--- src/rtl/sr_ff_bank.sv ---
// Bank of WIDTH clocked SR flip-flops with a trapping ERR state and a saturating forbidden-input counter.
// Optional feature macro: SR_PRESET_EN adds active-low ps_n/pr_n inputs, sampled on clk and taking priority over s/r/err_clr.
module sr_ff_bank #(
    parameter int WIDTH    = 4,
    parameter int CNT_W    = 4,
    parameter int ERR_HOLD = 1
) (
    input  logic             clk,
    input  logic             rst,
    input  logic [WIDTH-1:0] s,
    input  logic [WIDTH-1:0] r,
    input  logic             err_clr,
`ifdef SR_PRESET_EN
    input  logic [WIDTH-1:0] ps_n,
    input  logic [WIDTH-1:0] pr_n,
`endif
    output logic [WIDTH-1:0] q,
    output logic [WIDTH-1:0] qb,
    output logic [WIDTH-1:0] err,
    output logic [CNT_W-1:0] err_cnt
);

    localparam int SUM_W = CNT_W + $clog2(WIDTH) + 1;
    localparam logic [SUM_W-1:0] CNT_MAX = {{(SUM_W-CNT_W){1'b0}}, {CNT_W{1'b1}}};

    typedef enum logic [1:0] {LO = 2'd0, HI = 2'd1, ERR = 2'd2} sr_state_t;

    sr_state_t        state_p1  [WIDTH];
    sr_state_t        state_nxt [WIDTH];
    logic [CNT_W-1:0] cnt_p1;
    logic [CNT_W-1:0] cnt_nxt;
    logic [WIDTH-1:0] fbd;

    function automatic logic [SUM_W-1:0] popcount(input logic [WIDTH-1:0] v);
        logic [SUM_W-1:0] acc;
        acc = '0;
        for (int i = 0; i < WIDTH; i++) begin
            acc = acc + SUM_W'(v[i]);
        end
        return acc;
    endfunction

    // Widen, add, then clamp so the counter sticks at all-ones instead of wrapping.
    function automatic logic [CNT_W-1:0] sat_add(input logic [CNT_W-1:0] base,
                                                 input logic [SUM_W-1:0] inc);
        logic [SUM_W-1:0] sum;
        sum = SUM_W'(base) + inc;
        return (sum > CNT_MAX) ? {CNT_W{1'b1}} : sum[CNT_W-1:0];
    endfunction

    always_comb begin
        fbd = s & r;
        for (int i = 0; i < WIDTH; i++) begin
            state_nxt[i] = state_p1[i];
            if (err_clr && (state_p1[i] == ERR || fbd[i])) begin
                state_nxt[i] = LO;
            end else begin
                case (state_p1[i])
                    LO:  if (fbd[i]) state_nxt[i] = ERR;
                         else if (s[i]) state_nxt[i] = HI;
                    HI:  if (fbd[i]) state_nxt[i] = ERR;
                         else if (r[i]) state_nxt[i] = LO;
                    ERR: if (ERR_HOLD == 0) begin
                             if (r[i] && !s[i]) state_nxt[i] = LO;
                             else if (s[i] && !r[i]) state_nxt[i] = HI;
                         end
                    default: state_nxt[i] = LO;
                endcase
            end
`ifdef SR_PRESET_EN
            if (!ps_n[i] && !pr_n[i]) state_nxt[i] = ERR;
            else if (!ps_n[i])        state_nxt[i] = HI;
            else if (!pr_n[i])        state_nxt[i] = LO;
`endif
        end
`ifdef SR_PRESET_EN
        // Preset-forced ERR bits still count; bits under preset ignore s/r.
        if (err_clr) cnt_nxt = sat_add('0, popcount(~ps_n & ~pr_n));
        else         cnt_nxt = sat_add(cnt_p1, popcount((~ps_n & ~pr_n) | (fbd & ps_n & pr_n)));
`else
        if (err_clr) cnt_nxt = '0;
        else         cnt_nxt = sat_add(cnt_p1, popcount(fbd));
`endif
    end

    // ---- stage p1: per-bit FSM state and error counter ----
    always_ff @(posedge clk or posedge rst) begin
        if (rst) begin
            for (int i = 0; i < WIDTH; i++) state_p1[i] <= LO;
            cnt_p1 <= '0;
        end else begin
            for (int i = 0; i < WIDTH; i++) state_p1[i] <= state_nxt[i];
            cnt_p1 <= cnt_nxt;
        end
    end

    always_comb begin
        q   = '0;
        qb  = '0;
        err = '0;
        for (int i = 0; i < WIDTH; i++) begin
            q[i]   = (state_p1[i] == HI);
            qb[i]  = (state_p1[i] == LO);
            err[i] = (state_p1[i] == ERR);
        end
    end

    assign err_cnt = cnt_p1;

endmodule

--- config.mk ---
export PLATFORM = sky130hd
export DESIGN_NAME = sr_ff_bank
export DESIGN_NICKNAME = d
export VERILOG_FILES = /design/src/rtl/sr_ff_bank.sv
export SDC_FILE = /design/constraint.sdc
export NUM_CORES = 1
export LEC_CHECK = 0
export ABC_AREA = 1
export CAP_MARGIN = 20
export CORE_UTILIZATION = 46
export CTS_CLUSTER_SIZE = 40
export DETAILED_ROUTE_END_ITERATION = 8
export PLACE_DENSITY = 0.82
export SETUP_SLACK_MARGIN = 0.05
export SYNTH_ARGS = -nofsm -noshare
export SYNTH_HDL_FRONTEND = slang
export SYNTH_SLANG_ARGS = --single-unit
--- constraint.sdc ---
create_clock -name clk -period 6 [get_ports clk]
set_input_delay 1.8 -clock clk [delete_from_list [all_inputs] [get_ports clk]]
set_output_delay 1.8 -clock clk [all_outputs]
set_load 0.02 [all_outputs]
* Yosys cells after proc, flatten, opt, wreduce, memory -nomap -nowiden
Index checks and enable logic that the tools add are counted.
** Operators by class
- $add $sub $neg :: 4
- Order comparisons :: 1
- Equality and inequality tests :: 20
- Mux-type cells :: 26
- Bitwise logic cells :: 1
- Reduce and logical (&&, ||, !) cells :: 16
** Operators by type and width (number)
- $mux 2 :: 20
- $ne 4x2->1 const B :: 8
- $pmux 2 s3 :: 4
- $reduce_and 3->1 :: 4
- $eq 2x1->1 const B :: 4
- $eq 2x2->1 const B :: 4
- $logic_not 2->1 :: 4
- $mux 4 :: 2
- $ne 2x1->1 const B :: 4
- $add 4x4->5 :: 1
- $gt 5x4->1 const B :: 1
- $add 3x1->4 :: 1
- $and 4x4->4 :: 1
- $logic_and 1x1->1 :: 4
- $logic_or 1x1->1 :: 4
- $add 2x1->3 :: 1
- $add 1x1->2 :: 1
** Storage, ports and cells
- Register bits after elaboration :: 12
- Bits of input ports :: 11
- Logic and storage cells :: 73

* Longest topological paths before layout
Gate-level depths: netlist of the first run.
- Depth in word-level cells :: 8
- Mapped depth :: 12

* Worst setup path before layout of the first run
OpenSTA, ideal clock, no wires.
- Kind :: in2reg
- From :: input port s[0]
- To :: register cnt_p1[1] (netlist: err_cnt[1])
- Library setup time :: 122 ps
- Arrival :: 3354 ps
- Slack :: 2524 ps
- Cell stages on the path :: 10
- Buffers on the path :: 0
- Path through :: nand2_1 xor2_1 inv_1 ha_1 inv_1 fa_1 inv_1 fa_1 inv_1 a21oi_1
** Between the ends
- Cells in the longest elaborated chain, start to end :: 8
** Ends and longest elaborated chain
- start, declared :: RTL line 10 : input logic [WIDTH-1:0] s,
- $and 4x4->4 (*) :: RTL line 52 : fbd = s & r;
- $add 1x1->2 (*) :: RTL line 38 : acc = acc + SUM_W'(v[i]);
- $add 2x1->3 (*) :: RTL line 38
- $add 3x1->4 (*) :: RTL line 38
- $add 4x4->5 (*) :: RTL line 47 : sum = SUM_W'(base) + inc;
- $gt 5x4->1 :: RTL line 48 : return (sum > CNT_MAX) ? {CNT_W{1'b1}} : sum[CNT_W-1:0];
- $mux 4 (*) :: RTL line 48
- $mux 4 (*) :: RTL line 81 : if (err_clr) cnt_nxt = '0;
- named net cnt_nxt[1] :: RTL line 31 : logic [CNT_W-1:0] cnt_nxt;
- end signal, assigned :: RTL line 93 : cnt_p1 <= cnt_nxt;
- end, declared :: RTL line 30 : logic [CNT_W-1:0] cnt_p1;
Mark *: on every way through the listed nets, which the timed path passes. The rest lies on a longest branch.
A chain may end at the register's enable or synchronous reset.

* Worst setup path after layout of the first run
Same ends and word-level chain as after synthesis.

==> results.py, run 1 <==
metrics = {
    "clock_tree": {
        "cts_resized": 0,
        "clock_latency_ns": 0.27,
        "clk_pin_slew_ns": 0.07,
        "cts-buffers-inserted": 3,
        "htreeDepth": 1,
        "postCtsSetupRepairBufs": 0,
        "cts_root_buffer": "clkbuf_4",
        "ctsHoldBuffers": 0,
        "clk_path_buf_depth": 2,
        "cts_tree": "built",
        "cts_num_sinks": 12,
    },
    "floorplanning": {
        "die-height_um": 42.3,
        "die_x_um": 42.3,
        "dieArea_sq_mm": 0.00179,
        "io_pins": 27,
        "rows": 14,
        "start_util_pct": 49.7,
        "core_area_sq_mm": 0.00151,
    },
    "critical_path": {
        "r2r-start": "err_cnt[0]",
        "cp_common_cell": "inv_1",
        "crit_path_start_kind": "input port",
        "end_kind": "flop",
        "path_cells": "clkdlybuf4s50_1, nand2_1, xor2_1, inv_1, ha_1, inv_1, fa_1, inv_1, fa_1, inv_1, a21oi_1",
        "worstPathArrival_ns": 3.92,
        "worstReg2RegEnd": "err_cnt[1]",
        "critical-path-slowest-cell": "clkdlybuf4s50_1",
        "cp_max_fo": 4,
        "crit_buf_inv": 5,
        "cpPeakStageDelay_ns": 0.48,
        "rr_worst_depth": 9,
        "path_class": "in2reg",
        "reg2reg_slack_ns": 3.96,
        "cp.required_ns": 6.15,
        "worst_path_dominant_cell_family": "adder cells",
    },
    "power": {
        "p_leak_nw": 0.554,
        "p_per_area_mw_per_mm2": 338,
        "power_uw": 355,
        "vdd_ir_drop_max_mv": 0.215,
    },
    "synth": {
        "synth_cell_types": 19,
        "synth_warnings": 0,
        "yosys_register_bits": 12,
        "syn-num-nets": 111,
        "syn_avg_cell_area_sq_um": 7.79,
        "async_flop_share_pct": 100,
        "syn_inst": 96,
        "yosysSeqAreaShare_pct": 40.1,
        "synth_area_sq_um": 748,
        "synth_edf_count": 0,
        "synth_top_flop_cell": "dfrtp_1",
    },
    "global_route": {
        "grt_max_degree": 13,
        "grt.overflow.total": 0,
        "grt_pass1_vias": 695,
        "grt_use_total_pct": 20.2,
        "grt_pass1_wl_um": 2730,
        "antenna_found_initial": 0,
    },
    "timing": {
        "fin_crit_ns": 3.76,
        "hold_viol": 0,
        "finalCritPeriodShare_pct": 62.7,
        "fmax_mhz": 266,
        "slew_headroom_pct": 68.6,
        "rsz0062_at_grt": "false",
        "fin_skew_ns": 0.000242,
        "worstMarginPinSlew_ns": 0.470,
        "totalNegativeSetupSlack_ns": 0,
        "setup_viol": 0,
        "slew_violations": 0,
    },
    "drt": {
        "vias": 721,
        "final_antenna_net_count": 0,
        "viasPerCell": 5.11,
        "dr.first_iter.drc_count": 13,
        "drc": 0,
        "routed_wl_um": 1580,
        "drt_pre_antenna_iters": 4,
        "routedWlPerCell_um": 11.2,
    },
    "final_layout": {
        "area.growth.synth_to_final_pct": 40.5,
        "final_nets": 142,
        "drive_gt1_share_pct": 8.00,
        "final_common_cell": "clkdlybuf4s50_1",
        "final_cell_mix": "26 x clkdlybuf4s50_1, 24 x inv_1, 19 x nand2_1, 12 x dfrtp_1, 10 x nor2_1",
        "diodes": 0,
    },
    "min_path": {
        "min-delay-path-class": "reg2reg",
        "whs_path_depth": 1,
        "holdCritStartpoint": "state_p1[1]",
        "hold_end": "state_p1[0]",
    },
    "job": {
        "maxCapViolCount": 0,
    },
    "place": {
        "io_buffer_count": 26,
        "dp_hpwl_um": 1230,
        "gp_congestion": 0.756,
    },
    "run_status": {
        "outcome": "finished clean",
    },
}
registers in the layout, indices dropped and copies added, names as in the netlist:
signal	cells
err_cnt	4
state_p1	8
per-stage QoR:
stage	worst slack [ns]	area [sq um]	hold slack, ns	cells	util (%)
finish	2.24	1050	0.496	141	69.8
global route	2.07	1050	0.550	141	69.8
CTS	2.24	1050	0.493	141	69.8
detailed placement	1.97	1030	0.472	138	68.3
global placement	2.01	1030	0.483	138	68.3
floorplan	2.52	748	0.449	96	-
per-layer routing:
layer  vias to the layer above  part of all wire (%)  GRT usage (%)
li1                        358                     -              -
met2                        19                    48           33.5
met3                         5                   3.9           3.88
met4                         0                   2.3           11.3
met5                         -                     0              0
met1                       339                    46           24.4
kinds of logic after synthesis:
family                   Yosys count  synth area share (%)
flip-flops                        12                  40.1
AND/OR/NAND/NOR                   43                  27.9
adder cells (fa/ha/maj)            4                  8.70
buffers and inverters             25                  12.5
AO/OA/AOI/OAI                     11                  9.53
XOR/XNOR                           1                  1.17
report_power, final:
part           switching [mW]  total, mW  internal (mW)
clock network          0.0265     0.0498         0.0232
logic                  0.0987      0.182         0.0836
registers              0.0234      0.123         0.0995
synthesized netlist by cell type (2+ instances only):
cell      instances  area (sq um)
nor2_1           10          37.5
fa_1              2          40.0
inv_1            24          90.1
nand4_1           3          18.8
nor2_2            3          18.8
ha_1              2          25.0
nand3_2           3          30.0
nand2_1          19          71.3
nand3_1           2          10.0
nand3b_1          3          22.5
a21oi_1           4          20.0
dfrtp_1          12           300
o31ai_1           3          22.5
final cells by class:
| type | count | area (sq um) |
|---|---|---|
| Multi-Input combinational cell | 59 | 354 |
| Clock buffer | 3 | 22.5 |
| Fill cell | 124 | 455 |
| Sequential cell | 12 | 300 |
| Inverter | 25 | 93.8 |
| Tap cell | 16 | 20.0 |
| Timing Repair Buffer | 26 | 260 |
worst max path at each step:
stage	startpoint	endpoint	slack, ns	depth (start not counted)
3_3_place_gp	s[0]	err_cnt[1]	2.01	11
2_1_floorplan	s[0]	err_cnt[1]	2.52	10
3_5_place_dp	r[0]	err_cnt[1]	1.97	11
6_report	s[0]	err_cnt[1]	2.24	11
5_1_grt	s[0]	err_cnt[0]	2.07	13
4_1_cts	s[0]	err_cnt[1]	2.24	11
Power figures use the tool's default switching activity.
==> run 2, diff against run 1 <==
Settings changed: CORE_UTILIZATION 46 to 43, PLACE_DENSITY 0.82 to 0.77.
Clock period 6 ns to 3.88 ns, I/O delays scaled along.
==> run 2 against run 1 <==
Net effect:
- the flow now finishes with violations (DRC)
- worst setup slack lost 1.5 ns
- global-route usage up 0.25 points
- via count increased by 0.69%
- register-to-register slack worse by 2.1 ns
- critical path depth stayed put
- wire length grew 5.9%
- non-clock buffer count unchanged
- worst hold slack better by 0.0042 ns
- total power up 56%
- clock power increased by 62%
- sequential power increased by 54%
- cell count unchanged
==> results.py, run 2 (synthesis gave the netlist of run 1 again) <==
metrics = {
    "global_route": {
        "grt_pass1_vias": 694,
        "grt_use_total_pct": 20.5,
        "antenna_found_initial": 0,
        "grt_pass1_wl_um": 2850,
        "grt.overflow.total": 0,
        "grt_max_degree": 13,
    },
    "final_layout": {
        "fill_cells": 136,
        "diodes": 0,
        "final_common_cell": "clkdlybuf4s50_1",
        "area.growth.synth_to_final_pct": 40.5,
        "multi_input_area_sq_um": 354,
        "largest_register_ffs": 8,
        "final-seq-area_sq_um": 300,
        "drive_gt1_share_pct": 8.00,
        "final_nets": 142,
        "final_cell_mix": "26 x clkdlybuf4s50_1, 24 x inv_1, 19 x nand2_1, 12 x dfrtp_1, 10 x nor2_1",
        "regMostFlops": "state_p1",
    },
    "clock_tree": {
        "cts_resized": 0,
        "clk_pin_slew_ns": 0.08,
        "cts-buffers-inserted": 3,
        "ctsHoldBuffers": 0,
        "htreeDepth": 1,
        "cts_root_buffer": "clkbuf_4",
        "clock_latency_ns": 0.27,
        "postCtsSetupRepairBufs": 0,
        "cts_tree": "built",
        "cts_num_sinks": 12,
        "clk_path_buf_depth": 2,
    },
    "power": {
        "swShare_pct": 42.1,
        "p_int_uw": 320,
        "clkPwrFrac_pct": 14.6,
        "p_leak_nw": 0.554,
        "p_per_area_mw_per_mm2": 526,
        "power_uw": 553,
        "p_switching_uw": 233,
        "vdd_ir_drop_max_mv": 0.269,
        "power_frac_seq_pct": 34.2,
        "combPwrFrac_pct": 51.2,
    },
    "drt": {
        "viasPerCell": 5.15,
        "vias": 726,
        "drt_pre_antenna_iters": 6,
        "routedWlPerCell_um": 11.9,
        "final_antenna_net_count": 0,
        "drc": 2,
        "dr.first_iter.drc_count": 29,
        "routed_wl_um": 1680,
    },
    "run_status": {
        "violations": "DRC",
        "outcome": "finished, violations left",
    },
    "floorplanning": {
        "die-height_um": 43.7,
        "io_pins": 27,
        "core_area_sq_mm": 0.00156,
        "rows": 14,
        "dieArea_sq_mm": 0.00191,
        "die_x_um": 43.7,
        "start_util_pct": 48.0,
    },
    "critical_path": {
        "crit_path_start_kind": "input port",
        "reg2reg_slack_ns": 1.82,
        "worstPathArrival_ns": 3.32,
        "cp.required_ns": 4.04,
        "path_class": "in2reg",
        "end_kind": "flop",
        "cp_max_fo": 4,
    },
    "timing": {
        "finalCritPeriodShare_pct": 81.4,
        "fmax_mhz": 317,
        "slew_violations": 0,
        "totalNegativeSetupSlack_ns": 0,
        "worstMarginPinSlew_ns": 0.479,
        "slew_headroom_pct": 68.0,
        "hold_viol": 0,
        "rsz0062_at_grt": "false",
        "setup_viol": 0,
        "fin_skew_ns": 0.000314,
        "fin_crit_ns": 3.16,
    },
    "place": {
        "io_buffer_count": 26,
        "gp_congestion": 0.741,
        "dp_hpwl_um": 1320,
    },
    "job": {
        "maxCapViolCount": 0,
    },
    "min_path": {
        "min-delay-path-class": "reg2reg",
    },
}
## run 2: cell counts in the layout (fill, tap and decap cells not counted)
No cell type changed its count.
## run 2: area by class of cell
type                       count  area share, %
clock buffer                   3           2.14
inverter                      25           8.93
multi-input combinational     59           33.7
sequential                    12           28.6
tap                           16           1.90
timing repair buffer          26           24.8
## run 2: critical path: stages
cell	delay (ns)
clkdlybuf4s50_1	0.49
nand2_1	0.12
xor2_1	0.15
inv_1	0.06
ha_1	0.27
inv_1	0.05
fa_1	0.37
inv_1	0.10
fa_1	0.42
inv_1	0.06
a21oi_1	0.06
## run 2: metrics by stage
stage          utilization [%]  area (sq um)  setup WS (ns)  cells  hold slack [ns]
2_1_floorplan                -           748           1.04     96            0.449
3_3_place_gp              66.0          1030          0.515    138            0.486
4_1_cts                   67.4          1050          0.692    141            0.503
5_1_grt                   67.4          1050          0.597    141            0.530
3_5_place_dp              66.0          1030          0.403    138            0.489
6_report                  67.4          1050          0.721    141            0.500
## run 2: power groups by stage
| stage | Combinational, mW | Clock [mW] | Sequential (mW) |
|---|---|---|---|
| 6_report | 0.284 | 0.0805 | 0.189 |
| 5_1_grt | 0.311 | 0.0863 | 0.196 |
| 4_1_cts | 0.287 | 0.0809 | 0.190 |
| 3_5_place_dp | 0.285 | 0 | 0.192 |
| 3_3_place_gp | 0.277 | 0 | 0.190 |
| 2_1_floorplan | 0.153 | 0 | 0.196 |
## run 2: layer usage
layer	global-route usage [%]	vias up	wire (um)
li1	-	356	-
met1	24.9	341	739
met2	36.4	27	826
met3	3.75	2	86
met4	6.25	0	22
met5	0	-	0
## run 2: path summary, 6_finish.rpt
kind | startpoint | endpoint | cells after the start
worst max-delay path | r[0] | err_cnt[1] | 11
worst min-delay path | state_p1[1] | state_p1[0] | 1
worst max register to register | err_cnt[0] | err_cnt[1] | 9
worst min register to register | state_p1[1] | state_p1[0] | 1
max in group asynchronous | rst | state_p1[4] | 2
min in group asynchronous | rst | state_p1[0] | 2
